$ cat config.mk
export PLATFORM = sky130hd
export DESIGN_NAME = microtile_sched_ctrl_flat
export DESIGN_NICKNAME = d
export VERILOG_FILES = /design/src/rtl/microtile_pkg.sv /design/src/rtl/microtile_sched_ctrl_if.sv /design/src/rtl/microtile_slice_timer.sv /design/src/rtl/microtile_sched_ctrl.sv /design/src/flat_wrapper.sv
export SDC_FILE = /design/constraint.sdc
export NUM_CORES = 1
export LEC_CHECK = 0
export ABC_AREA = 1
export CORE_UTILIZATION = 30
export CTS_BUF_LIST = sky130_fd_sc_hd__clkbuf_16
export DETAILED_ROUTE_END_ITERATION = 12
export PLACE_DENSITY = 0.59
export SETUP_SLACK_MARGIN = 0.4
export SKIP_LAST_GASP = 1
export SLEW_MARGIN = 20
export SYNTH_ARGS = -nofsm -noshare
export SYNTH_HDL_FRONTEND = slang
export SYNTH_HIERARCHICAL = 1
export SYNTH_SLANG_ARGS = --single-unit
$ cat constraint.sdc
create_clock -name clk -period 1.69 [get_ports clk]
set_input_delay 0.338 -clock clk [delete_from_list [all_inputs] [get_ports clk]]
set_output_delay 0.338 -clock clk [all_outputs]
set_load 0.02 [all_outputs]
$ cat src/rtl/microtile_pkg.sv
// Shared types and default sizing for the microtile scheduler.
package microtile_pkg;

    typedef enum logic [1:0] {
        ST_IDLE  = 2'd0,
        ST_PARK  = 2'd1,
        ST_RESET = 2'd2,
        ST_RUN   = 2'd3
    } state_t;

    localparam int N_TILES_DEF    = 4;
    localparam int SEL_W_DEF      = 2;
    localparam int SLICE_W_DEF    = 16;
    localparam int RST_CYCLES_DEF = 4;

endpackage

$ cat src/rtl/microtile_sched_ctrl_if.sv
// Config handshake and tile-control bundle; the controller sits on the slave side.
// cfg is transferred on a rising clk edge where cfg_valid & cfg_ready are both high;
// cfg_valid may rise or fall at will, and cfg_ready never depends on cfg_valid.
interface microtile_sched_ctrl_if #(
    parameter int SEL_W   = 2,
    parameter int SLICE_W = 16
);
    logic               cfg_valid;
    logic               cfg_ready;
    logic               cfg_en;
    logic               cfg_auto;
    logic [SEL_W-1:0]   cfg_sel;
    logic [SLICE_W-1:0] cfg_slice;
    logic [SEL_W-1:0]   sel;
    logic               tile_clk_en;
    logic               tile_rst_n;
    logic               busy;
    logic               switch_done;

    modport master (
        output cfg_valid, cfg_en, cfg_auto, cfg_sel, cfg_slice,
        input  cfg_ready, sel, tile_clk_en, tile_rst_n, busy, switch_done
    );

    modport slave (
        input  cfg_valid, cfg_en, cfg_auto, cfg_sel, cfg_slice,
        output cfg_ready, sel, tile_clk_en, tile_rst_n, busy, switch_done
    );
endinterface

$ cat src/rtl/microtile_slice_timer.sv
// Load/decrement down-counter; o_zero flags the final cycle of a window.
module microtile_slice_timer #(
    parameter int W = 16
) (
    input  logic         clk,
    input  logic         rst,
    input  logic         i_load,
    input  logic [W-1:0] i_load_val,
    input  logic         i_dec,
    output logic         o_zero
);
    localparam logic [W-1:0] ONE = W'(1);

    logic [W-1:0] r_cnt;

    always_ff @(posedge clk) begin
        if (rst) begin
            r_cnt <= '0;
        end else if (i_load) begin
            r_cnt <= i_load_val;
        end else if (i_dec) begin
            r_cnt <= r_cnt - ONE;
        end
    end

    assign o_zero = (r_cnt == '0);
endmodule

$ cat src/rtl/microtile_sched_ctrl.sv
// Hands the shared pads to one microtile at a time, parking the old tile and
// resetting the new one on every ownership change (manual or round-robin).
module microtile_sched_ctrl
    import microtile_pkg::*;
#(
    parameter int N_TILES    = N_TILES_DEF,
    parameter int SEL_W      = SEL_W_DEF,
    parameter int SLICE_W    = SLICE_W_DEF,
    parameter int RST_CYCLES = RST_CYCLES_DEF
) (
    input  logic                  clk,
    input  logic                  rst,
    microtile_sched_ctrl_if.slave bus,
    output state_t                o_state
);
    localparam int                  RCNT_W    = $clog2(RST_CYCLES + 1);
    localparam logic [RCNT_W-1:0]   RCNT_ONE  = RCNT_W'(1);
    localparam logic [RCNT_W-1:0]   RCNT_LAST = RCNT_W'(RST_CYCLES - 1);
    localparam logic [SEL_W-1:0]    SEL_ONE   = SEL_W'(1);
    localparam logic [SEL_W-1:0]    SEL_LAST  = SEL_W'(N_TILES - 1);
    localparam logic [SLICE_W-1:0]  SLICE_ONE = SLICE_W'(1);

    state_t              r_state, w_next_state;
    logic                r_en_q, r_auto_q, r_was_run;
    logic [SLICE_W-1:0]  r_slice_q;
    logic [SEL_W-1:0]    r_sel, r_next_sel;
    logic [RCNT_W-1:0]   r_rst_cnt;
    logic                w_ready, w_accept, w_expire, w_timer_zero, w_rst_last, w_run_entry;
    logic [SEL_W-1:0]    w_cfg_sel_mod, w_sel_succ;

    assign w_accept      = bus.cfg_valid & w_ready;
    assign w_rst_last    = (r_state == ST_RESET) && (r_rst_cnt == RCNT_LAST);
    assign w_run_entry   = w_rst_last;
    assign w_expire      = (r_state == ST_RUN) && w_timer_zero && r_auto_q && (r_slice_q != '0);
    assign w_cfg_sel_mod = SEL_W'(int'(bus.cfg_sel) % N_TILES);
    assign w_sel_succ    = (r_sel == SEL_LAST) ? '0 : r_sel + SEL_ONE;
    assign o_state       = r_state;

    microtile_slice_timer #(.W(SLICE_W)) u_slice_timer (
        .clk        (clk),
        .rst        (rst),
        .i_load     (w_run_entry),
        .i_load_val (r_slice_q - SLICE_ONE),
        .i_dec      (r_state == ST_RUN),
        .o_zero     (w_timer_zero)
    );

    always_ff @(posedge clk) begin
        if (rst) begin
            r_state <= ST_IDLE;
        end else begin
            r_state <= w_next_state;
        end
    end

    always_comb begin
        w_next_state = r_state;
        case (r_state)
            ST_IDLE:  if (w_accept && bus.cfg_en) w_next_state = ST_RESET;
            ST_PARK:  w_next_state = r_en_q ? ST_RESET : ST_IDLE;
            ST_RESET: if (w_rst_last) w_next_state = ST_RUN;
            ST_RUN:   if (w_accept || w_expire) w_next_state = ST_PARK;
            default:  w_next_state = ST_IDLE;
        endcase
    end

    // An accept outranks a same-cycle slice expiry for the pending tile choice.
    always_ff @(posedge clk) begin
        if (rst) begin
            r_en_q     <= 1'b0;
            r_auto_q   <= 1'b0;
            r_slice_q  <= '0;
            r_sel      <= '0;
            r_next_sel <= '0;
            r_rst_cnt  <= '0;
            r_was_run  <= 1'b0;
        end else begin
            r_was_run <= (r_state == ST_RUN);
            r_rst_cnt <= (r_state == ST_RESET) ? r_rst_cnt + RCNT_ONE : '0;
            if (w_accept) begin
                r_en_q     <= bus.cfg_en;
                r_auto_q   <= bus.cfg_auto;
                r_slice_q  <= bus.cfg_slice;
                r_next_sel <= w_cfg_sel_mod;
            end else if (w_expire) begin
                r_next_sel <= w_sel_succ;
            end
            if (r_state == ST_IDLE && w_next_state == ST_RESET) begin
                r_sel <= w_cfg_sel_mod;
            end else if (r_state == ST_PARK && w_next_state == ST_RESET) begin
                r_sel <= r_next_sel;
            end
        end
    end

    always_comb begin
        w_ready          = 1'b0;
        bus.tile_clk_en  = 1'b0;
        bus.tile_rst_n   = 1'b0;
        bus.busy         = 1'b0;
        bus.switch_done  = 1'b0;
        bus.sel          = r_sel;
        case (r_state)
            ST_IDLE:  w_ready = 1'b1;
            ST_PARK:  bus.busy = 1'b1;
            ST_RESET: begin
                bus.busy        = 1'b1;
                bus.tile_clk_en = 1'b1;
            end
            ST_RUN: begin
                w_ready         = 1'b1;
                bus.tile_clk_en = 1'b1;
                bus.tile_rst_n  = 1'b1;
                bus.switch_done = ~r_was_run;
            end
            default: w_ready = 1'b0;
        endcase
        bus.cfg_ready = w_ready;
    end
endmodule
$ cat src/flat_wrapper.sv
// flat-port wrapper written by rule: the top's interface ports become plain ports
module microtile_sched_ctrl_flat import microtile_pkg::*;
#(
    parameter int N_TILES    = N_TILES_DEF,
    parameter int SEL_W      = SEL_W_DEF,
    parameter int SLICE_W    = SLICE_W_DEF,
    parameter int RST_CYCLES = RST_CYCLES_DEF
)
  (clk, rst, o_state, bus_cfg_valid, bus_cfg_en, bus_cfg_auto, bus_cfg_sel, bus_cfg_slice, bus_cfg_ready, bus_sel, bus_tile_clk_en, bus_tile_rst_n, bus_busy, bus_switch_done);
  microtile_sched_ctrl_if #(.SEL_W(SEL_W), .SLICE_W(SLICE_W)) bus_i ();
  input  logic clk;
  input  logic rst;
  output state_t o_state;
  input wire logic [$bits(bus_i.cfg_valid)-1:0] bus_cfg_valid;
  input wire logic [$bits(bus_i.cfg_en)-1:0] bus_cfg_en;
  input wire logic [$bits(bus_i.cfg_auto)-1:0] bus_cfg_auto;
  input wire logic [$bits(bus_i.cfg_sel)-1:0] bus_cfg_sel;
  input wire logic [$bits(bus_i.cfg_slice)-1:0] bus_cfg_slice;
  output wire logic [$bits(bus_i.cfg_ready)-1:0] bus_cfg_ready;
  output wire logic [$bits(bus_i.sel)-1:0] bus_sel;
  output wire logic [$bits(bus_i.tile_clk_en)-1:0] bus_tile_clk_en;
  output wire logic [$bits(bus_i.tile_rst_n)-1:0] bus_tile_rst_n;
  output wire logic [$bits(bus_i.busy)-1:0] bus_busy;
  output wire logic [$bits(bus_i.switch_done)-1:0] bus_switch_done;
  assign bus_i.cfg_valid = bus_cfg_valid;
  assign bus_i.cfg_en = bus_cfg_en;
  assign bus_i.cfg_auto = bus_cfg_auto;
  assign bus_i.cfg_sel = bus_cfg_sel;
  assign bus_i.cfg_slice = bus_cfg_slice;
  assign bus_cfg_ready = bus_i.cfg_ready;
  assign bus_sel = bus_i.sel;
  assign bus_tile_clk_en = bus_i.tile_clk_en;
  assign bus_tile_rst_n = bus_i.tile_rst_n;
  assign bus_busy = bus_i.busy;
  assign bus_switch_done = bus_i.switch_done;
  microtile_sched_ctrl #(.N_TILES(N_TILES), .SEL_W(SEL_W), .SLICE_W(SLICE_W), .RST_CYCLES(RST_CYCLES)) u_core (.clk(clk), .rst(rst), .bus(bus_i), .o_state(o_state));
endmodule
# After elaboration in Yosys (flattened, before gate mapping)
# Cells that the tools add are included.
# word_totals
inputBits	23
output_inout_bits	9
register_bits	44
# classes
n_eq_ne	6
bitwise_logic	3
reduce_logical	18
addsub	4
n_mux	17
# ops
operator	n
two-way mux 16 bit	2
subtractor 16 x 1 -> 16 bit (second input constant)	2
two-way mux 2 bit	9
zero test 16 bit	1
nonzero test 16 bit	1
equality test 2 bit (second input constant)	4
case mux 2 bit (4 select lines)	1
OR reduction 2 bit	4
logical AND 1 bit	7
nonzero test 2 bit	3
two-way mux 1 bit	5
adder 3 x 1 -> 3 bit (second input constant)	1
equality test 3 x 2 -> 1 bit (second input constant)	1
adder 2 x 1 -> 2 bit (second input constant)	1
equality test 2 x 1 -> 1 bit (second input constant)	1
zero test 2 bit	1
inverter 1 bit	2
bitwise AND 1 bit	1
logical OR 1 bit	1

# Depth between registers and ports, before layout
# Gate-level depths: netlist of run 1.
# depth
word_depth	11
depth_mapped	16
depth_no_buf	16

# Modules after synthesis
# Netlist of run 1, hierarchy kept.
# by_module_without_submodules
mod	seq_area_each_um2	area_each_um2	n_inst	cells_each
microtile_sched_ctrl	560.5	1530.2	1	218
microtile_slice_timer	320.3	1114.8	1	174

# Worst setup path before layout of run 1
# Ideal clock, no wire load.
# synth_timing
kind	register -> register
startpoint	register u_core.r_state[0], in the netlist u_core/o_state[0]
endpoint	register u_core.r_sel[0], in the netlist u_core/bus.sel[0]
period_less_slack_ps	2106
n_path_buf	0
slack_ps	-416
setup_time_ps	113
stages_incl_launch_ff	13
required_ps	1577
arrival_time_ps	1993
cell_sequence	dfxtp_1 -> inv_1 -> ha_1 -> inv_1 -> nand2_1 -> nor2_1 -> o21ai_1 -> nand2_1 -> nand2_1 -> nand2_1 -> nand3_2 -> nor2_1 -> nor2_1
# synth_between
elab_chain_len	10
elab_cells_between_ends	22
classes_between	eq/ne: 4; mux: 6; bitwise: 1; reduce/logical: 11
# synth_rtl
element	line	text
from (decl)	microtile_sched_ctrl.sv:23	state_t r_state, w_next_state;
from (signal assigned)	microtile_sched_ctrl.sv:52	r_state <= w_next_state;
equality test 2 bit / zero test 2 bit (equally long branches)	microtile_sched_ctrl.sv:103	case (r_state)
OR reduction 2 bit (no source line) *	n/a	
two-way mux 1 bit *	microtile_sched_ctrl.sv:103	
named net bus_cfg_ready	flat_wrapper.sv:19	output wire logic [$bits(bus_i.cfg_ready)-1:0] bus_cfg_ready;
bitwise AND 1 bit *	microtile_sched_ctrl.sv:31	assign w_accept = bus.cfg_valid & w_ready;
logical OR 1 bit / logical AND 1 bit (equally long branches)	microtile_sched_ctrl.sv:62, microtile_sched_ctrl.sv:59	
two-way mux 2 bit, on equally long branches	microtile_sched_ctrl.sv:62, microtile_sched_ctrl.sv:59	
case mux 2 bit (4 select lines) *	microtile_sched_ctrl.sv:58	case (r_state)
equality test 2 bit *	microtile_sched_ctrl.sv:88, microtile_sched_ctrl.sv:90	
logical AND 1 bit, on equally long branches	microtile_sched_ctrl.sv:88, microtile_sched_ctrl.sv:90	
two-way mux 2 bit / nonzero test 2 bit (equally long branches)	n/a	
to (signal assigned)	microtile_sched_ctrl.sv:89	r_sel <= w_cfg_sel_mod;
to (signal assigned)	microtile_sched_ctrl.sv:91	r_sel <= r_next_sel;
to (decl)	microtile_sched_ctrl.sv:26	logic [SEL_W-1:0] r_sel, r_next_sel;
# The timed path passes the listed nets; every way through them passes the cells marked *.
# A chain may end at the register's enable or synchronous reset.

# Final worst setup path of run 1
# layout_timing
startpoint	register u_core.u_slice_timer.r_cnt[1]
endpoint	register u_core.r_next_sel[1]
# layout_between
elab_chain_len	5
# layout_rtl
element	line	text
from (decl)	microtile_slice_timer.sv:14	logic [W-1:0] r_cnt;
from (signal assigned)	microtile_slice_timer.sv:20	r_cnt <= i_load_val;
from (signal assigned)	microtile_slice_timer.sv:22	r_cnt <= r_cnt - ONE;
zero test 16 bit	microtile_slice_timer.sv:26	assign o_zero = (r_cnt == '0);
named net u_core.w_timer_zero	microtile_sched_ctrl.sv:28	logic w_ready, w_accept, w_expire, w_timer_zero, w_rst_last, w_run_entry;
logical AND 1 bit (3 in series)	microtile_sched_ctrl.sv:34	assign w_expire = (r_state == ST_RUN) && w_timer_zero && r_auto_q && (r_slice_q != '0);
nonzero test 2 bit (no source line)	n/a	
to (signal assigned)	microtile_sched_ctrl.sv:84	r_next_sel <= w_cfg_sel_mod;
to (signal assigned)	microtile_sched_ctrl.sv:86	r_next_sel <= w_sel_succ;
to (decl)	microtile_sched_ctrl.sv:26	
# The timed path passes the listed nets, and every way through them passes these cells.

==> results.md, run 1 <==
- Setup Skew: 0.00794 ns
- Core footprint: 8380 um2
- Slowest stage cell, crit path: dfxtp_2
- Worst setup margin: -0.147 ns
- CP dominant cell by count: nand2_4
- Worst setup path class: reg -> reg
- Largest net degree at the start of global routing: 17
- Largest cells by area after synthesis: dfxtp_1 33%, nand2_1 10%, nor2_1 9.8%
- GRT Residual Overflow: 0
- End of the critical path: u_core/r_next_sel[1]$_SDFFE_PP0P_
- Die ar.: 9200 um2
- Syn Inst Count: 392
- Worst EP required: 1.90 ns
- Worst-Margin Slew: 0.408 ns
- Post-Layout Inst Area: 4560 um2
- Most common cell after layout, fill and taps aside: nand2_1
- Setup TNS: -0.479 ns
- Worst-path cell chain: inv_2, ha_4, nand2_4, nor2_4, nand2_2, nor2_4, nand2_2, nor4_4, and3_4, nand2_4, buf_4, nand2_4, o21ai_2, a31oi_1
- # diodes: 0
- Top delay family on crit path: simple AND/OR/NAND/NOR gates
- Mapped cell area: 2650 um2
- Fin. max-slew vios: 0
- Syn_area_per_cell: 6.75 um2
- Area fraction of the dominant cell type after synthesis: 0.333
- Inserted Clock Buffers: 5
- Initial DRC count: 84
- Levels on crit path: 14
- Site Rows: 33
- Worst Setup SP: u_core/u_slice_timer/r_cnt[1]$_SDFFE_PP0P_
- Final Net Count: 527
- DR pass1 iterations: 4
- PortBufs: 31
- Vias in the first global route: 2738
- Layout cells sized above 1: 0.455
- CP Capture Type: flip-flop
- Commonest non-fill, non-tap cells in the layout: 55 x nand2_1, 52 x nor2_1, 49 x buf_4, 37 x inv_1, 32 x dfxtp_1
- Drt via density: 4.78
- CP max FO: 3
- Detail Route Antenna Nets: 0
- Final min period: 1.84 ns
- Longest Clk Path Bufs: 2
- Dpl cell area: 3550 um2
- Min-delay worst type: reg -> reg
- Netlist cell types: 37
- Slew margin rel.: 0.726
- Leakage power total: 2.00 nW
- CTS tree: yes
- Cell taking the most area after synthesis: dfxtp_1
- Yosys reg bits: 44
- Power Density: 1610 nW/um2
- Synthesized Nets: 426
- Starting Density: 0.316
- CP max stage delay: 0.32 ns
- Fin crit share: 1.09
- VDD IR max: 1.41 mV
- Worst reg2reg endpoint: u_core/r_next_sel[1]$_SDFFE_PP0P_
- First-pass GRT wire length: 13000 um
- DRT Wirelength: 7930 um
- Clock-pin slew on the worst setup and hold paths: 0.07 ns
- Failing checks: setup timing
- DRC violations left: 0
- Synth warn: 6
- I/O pin count: 32
- GPL Wtd Cong: 0.845
- Die W: 95.9 um
- WP buf/inv: 2
- Root Buffer: clkbuf_16
- Initial antenna violation count: 0
- Cts hold-fix bufs: 0
- DP Worst Slack: -0.211 ns
- CP Launch Type: flip-flop
- CTS Sinks: 44
- Die H: 95.9 um
- DR vias: 2863
- RSZ-0062 raised after global routing: yes
- H-tree Lvls: 2
- # fillers: 743
- Area added between synthesis and finish: 72.4%
- Crit path DAT: 2.05 ns
- Final setup vio count: 4
- Later-pin clock latency in the skew report: 0.29 ns
- Post-DP HPWL: 5300 um
- R2R Setup Slk: -0.15 ns
- Total track usage: 0.184
- Routed length per instance: 13.2 um
- RR Startpoint: u_core/u_slice_timer/r_cnt[1]$_SDFFE_PP0P_
- Register-to-Register Path Depth: 14
- F_max: 0.544 GHz
- Register area share after synthesis: 0.333
- Outcome: finished with violations
- Total of max-cap violations: 0
- Final hold violations: 0
==> cell usage after synthesis (all sizes together) <==
cell / n
o31ai: 1
xor2: 10
nand3b: 1
nand4: 3
nor2: 83
clkbuf: 4
o21bai: 1
xnor2: 3
nor4: 2
ha: 11
nand3: 20
nor3: 4
and3: 1
o211ai: 2
buf: 7
a21oi: 19
a22oi: 8
dfxtp: 44
inv: 54
o21ai: 29
nand2: 78
a32oi: 1
a31oi: 6
==> timing repair <==
action                                 in CTS  in global routing
endpoints found under the hold margin       0                  0
pin swaps                                  40                 12
gates cloned                                4                  0
resized for setup                         155                 51
buffers inserted                           22                 12
setup endpoints to repair                  49                 50
==> cell families after synthesis <==
| group | synth area share |
|---|---|
| fa+ha+maj | 0.0520 |
| xor+xnor | 0.0459 |
| compound gates | 0.144 |
| buf+inv | 0.0998 |
| simple gates | 0.325 |
| flops | 0.333 |
==> per-layer routing <==
| metal | part of all wire | GRT usage | wire length (um) |
|---|---|---|---|
| met5 | 0 | 0 | 0 |
| met4 | 0.010 | 0.0485 | 82 |
| met3 | 0.031 | 0.0237 | 249 |
| met2 | 0.52 | 0.342 | 4130 |
| met1 | 0.44 | 0.221 | 3480 |
==> area by class of cell <==
cell class	instances	area (um2)	area share
multi-input combinational	283	2040	0.447
timing repair buffer	104	1070	0.234
sequential	44	903	0.198
inverter	54	263	0.0576
tap	105	131	0.0288
clock buffer	5	125	0.0274
clock inverter	3	18.8	0.00412
timing repair inverter	1	11.3	0.00247
==> worst min-delay path by stage <==
| stage | startpoint | endpoint | slack (ns) | depth (start not counted) |
|---|---|---|---|---|
| global placement | u_core/r_rst_cnt[0]$_SDFF_PP0_ | u_core/r_rst_cnt[0]$_SDFF_PP0_ | 0.41 | 1 |
| finish | u_core/r_rst_cnt[0]$_SDFF_PP0_ | u_core/r_rst_cnt[0]$_SDFF_PP0_ | 0.43 | 1 |
| detailed placement | u_core/r_rst_cnt[0]$_SDFF_PP0_ | u_core/r_rst_cnt[0]$_SDFF_PP0_ | 0.42 | 1 |
| global route | u_core/r_rst_cnt[0]$_SDFF_PP0_ | u_core/r_rst_cnt[0]$_SDFF_PP0_ | 0.44 | 1 |
| CTS | u_core/r_rst_cnt[0]$_SDFF_PP0_ | u_core/r_rst_cnt[0]$_SDFF_PP0_ | 0.43 | 1 |
| floorplan | rst | u_core/o_state[1]$_SDFF_PP0_ | 0.40 | 1 |
==> registers in the layout, summed over array words and instances, names as in the netlist <==
| name | flops |
|---|---|
| u_core/r_slice_q | 16 |
| u_core/u_slice_timer/r_cnt | 16 |
| u_core/r_rst_cnt | 3 |
| u_core/bus.sel | 2 |
| u_core/o_state | 2 |
| u_core/r_next_sel | 2 |
| u_core/r_auto_q | 1 |
| u_core/r_en_q | 1 |
| u_core/r_was_run | 1 |
==> per-stage QoR <==
stage	util	std cells	hold WS, ns	total power [mW]
2_1_floorplan	-	392	0.400	3.88
3_3_place_gp	0.424	553	0.413	4.82
3_5_place_dp	0.424	553	0.420	4.86
4_1_cts	0.513	587	0.429	6.94
5_1_grt	0.544	599	0.444	7.88
6_report	0.544	599	0.425	7.36
==> worst register-to-register path, stage by stage, from the launching register on <==
cell	delay, ns
dfxtp_2	0.32
inv_2	0.07
ha_4	0.14
nand2_4	0.05
nor2_4	0.09
nand2_2	0.08
nor2_4	0.11
nand2_2	0.07
nor4_4	0.15
and3_4	0.24
nand2_4	0.06
buf_4	0.14
nand2_4	0.06
o21ai_2	0.05
a31oi_1	0.16
==> where the power goes <==
| group | leakage (nW) | total [mW] | internal (mW) | switching, mW |
|---|---|---|---|---|
| registers | 0.366 | 1.57 | 1.30 | 0.271 |
| logic | 1.57 | 4.82 | 2.33 | 2.49 |
| clock network | 0.0736 | 0.976 | 0.546 | 0.431 |
No activity file was read; power rests on OpenSTA's default activity.
==> inputs of run 2 (changes only) <==
CTS_CLUSTER_DIAMETER = 50   (was default)
==> results of run 2 <==
The final DEF is identical to that of run 1; final timing and power are the same.
==> inputs of run 3 (changes only) <==
SKIP_LAST_GASP = default   (was 1)
==> run 3 against run 2 <==
Net effect: combinational power increased by 4%; hold slack about the same; count of clock-buffer cells in the layout stayed put; critical endpoint unchanged; critical path depth stayed put; the run still ends with setup timing left; highest routed layer unchanged; total power is 2.5% higher; non-clock buffer count is the same; cell count did not move.
==> results.md, run 3 (synthesis gave the netlist of run 1 again) <==
- Outcome: finished with violations
- Failing checks: setup timing
- CTS Sinks: 44
- F_max: 0.541 GHz
- CP Launch Type: flip-flop
- Register area: 905 um2
- Initial DRC count: 89
- DR vias: 2880
- Sequential power share: 0.210
- Fin crit share: 1.09
- GR met1 Demand/Resource: 0.226
- Detail Route Antenna Nets: 0
- VDD IR max: 1.37 mV
- Inserted Clock Buffers: 5
- Worst-Margin Slew: 0.403 ns
- Register-to-Register Path Depth: 14
- Final hold violations: 0
- I/O pin count: 32
- Most common cell after layout, fill and taps aside: nand2_1
- Area added between synthesis and finish: 75.4%
- Routed length per instance: 13.2 um
- Layout cells sized above 1: 0.470
- DP Worst Slack: -0.211 ns
- DRT Wirelength: 7930 um
- Final Net Count: 527
- Worst setup path class: reg -> reg
- Final min period: 1.85 ns
- Commonest non-fill, non-tap cells in the layout: 54 x nand2_1, 52 x nor2_1, 45 x buf_4, 37 x inv_1, 31 x dfxtp_1
- Internal power: 4.29 mW
- Gr busiest metal: met2
- Area occupied by multi-input gates: 2090 um2
- Site Rows: 33
- DRC violations left: 0
- Starting Density: 0.316
- Met3 Usage GRT: 0.0237
- Met2 GRT Util: 0.345
- CTS tree: yes
- Finished Layout Cells: 599
- Cts hold-fix bufs: 0
- Later-pin clock latency in the skew report: 0.29 ns
- Min-delay worst type: reg -> reg
- Initial antenna violation count: 0
- Die W: 95.9 um
- Slew margin rel.: 0.730
- Die H: 95.9 um
- # diodes: 0
- Core footprint: 8380 um2
- Worst EP required: 1.90 ns
- PortBufs: 31
- DR pass1 iterations: 4
- Switching part of the total power: 0.432
- GPL Wtd Cong: 0.845
- Dpl cells: 553
- Clock-pin slew on the worst setup and hold paths: 0.06 ns
- Root Buffer: clkbuf_16
- Drt via density: 4.81
- Crit path DAT: 2.06 ns
- Final setup vio count: 4
- CP max FO: 3
- CP Capture Type: flip-flop
- RSZ-0062 raised after global routing: yes
- GRT Residual Overflow: 0
- First-pass GRT wire length: 13100 um
- Total of max-cap violations: 0
- Setup Skew: 0.00877 ns
- Worst setup margin: -0.160 ns
- Fin. max-slew vios: 0
- Gate power share: 0.661
- Post-DP HPWL: 5300 um
- Die ar.: 9200 um2
- Vias in the first global route: 2769
- Longest Clk Path Bufs: 2
- Leakage power total: 2.02 nW
- Clock power frac: 0.129
- Power Density: 1630 nW/um2
- Total track usage: 0.186
- H-tree Lvls: 2
- # fillers: 730
- Biggest regs: u_core/r_slice_q: 16 flops, u_core/u_slice_timer/r_cnt: 16 flops, u_core/r_rst_cnt: 3 flops
- Largest net degree at the start of global routing: 17
- Switching Power: 3.26 mW
- Hold Path Stages: 1
run 3: cell count changes in the layout (fill, tap and decap cells not counted), moves of 4 or more:
cell,before,now
buf_4,49,45
buf_6,18,22
nor2_2,12,8
nor2_4,18,22
run 3: layout make-up:
type / instances / area share
multi-input cells: 283 / 0.450
repair inverters: 1 / 0.00351
inverters: 54 / 0.0577
clock inverters: 3 / 0.00405
well taps: 105 / 0.0283
repair buffers: 104 / 0.235
clock buffers: 5 / 0.0270
flip-flops and latches: 44 / 0.195
run 3: what timing repair did:
item                                    CTS  global route
endpoints found under the setup margin   49            50
gates cloned                              4             0
setup buffers                            22            12
resized for setup                       186            39
pin swaps                                46            19
endpoints found under the hold margin     0             0
run 3: layer usage:
| layer | routed length (um) | up-vias |
|---|---|---|
| met5 | 0 | - |
| met4 | 133 | 0 |
| met3 | 272 | 11 |
| met2 | 4110 | 64 |
| met1 | 3420 | 1346 |
| li1 | - | 1459 |
run 3: worst paths after layout:
kind	start	end	slack (ns)
setup / recovery	u_core/u_slice_timer/r_cnt[1]$_SDFFE_PP0P_	u_core/r_next_sel[1]$_SDFFE_PP0P_	-0.16
hold / removal	u_core/r_rst_cnt[0]$_SDFF_PP0_	u_core/r_rst_cnt[0]$_SDFF_PP0_	0.43
setup reg to reg	u_core/u_slice_timer/r_cnt[1]$_SDFFE_PP0P_	u_core/r_next_sel[1]$_SDFFE_PP0P_	-0.16
hold reg to reg	u_core/r_rst_cnt[0]$_SDFF_PP0_	u_core/r_rst_cnt[0]$_SDFF_PP0_	0.43
run 3: through the flow:
stage	cell area [um2]	power [mW]	utilization	TNS (ns)	hold WS (ns)
CTS	4390	7.13	0.524	-0.493	0.429
global placement	3550	4.82	0.424	-0.442	0.413
detailed placement	3550	4.86	0.424	-0.607	0.420
global route	4640	8.07	0.554	-1.25	0.444
floorplan	2900	3.88	-	-0.0268	0.400
finish	4640	7.55	0.554	-0.533	0.425
run 3: power groups by stage:
stage | sequential, mW | clock, mW | combinational [mW]
floorplan | 1.58 | 0 | 2.31
global placement | 1.54 | 0 | 3.28
detailed placement | 1.55 | 0 | 3.31
CTS | 1.56 | 0.999 | 4.57
global route | 1.61 | 1.04 | 5.42
finish | 1.58 | 0.973 | 4.99
run 3: worst max-delay path: stages, from the launching register on:
cell and delay, ns:
dfxtp_2 0.32, inv_2 0.07, ha_4 0.14, nand2_4 0.05, nor2_4 0.08, nand2_2 0.08, nor2_4 0.11, nand2_2 0.07
nor4_4 0.14, and3_4 0.24, nand2_4 0.06, buf_4 0.14, nand2_4 0.06, o21ai_2 0.06, a31oi_1 0.16
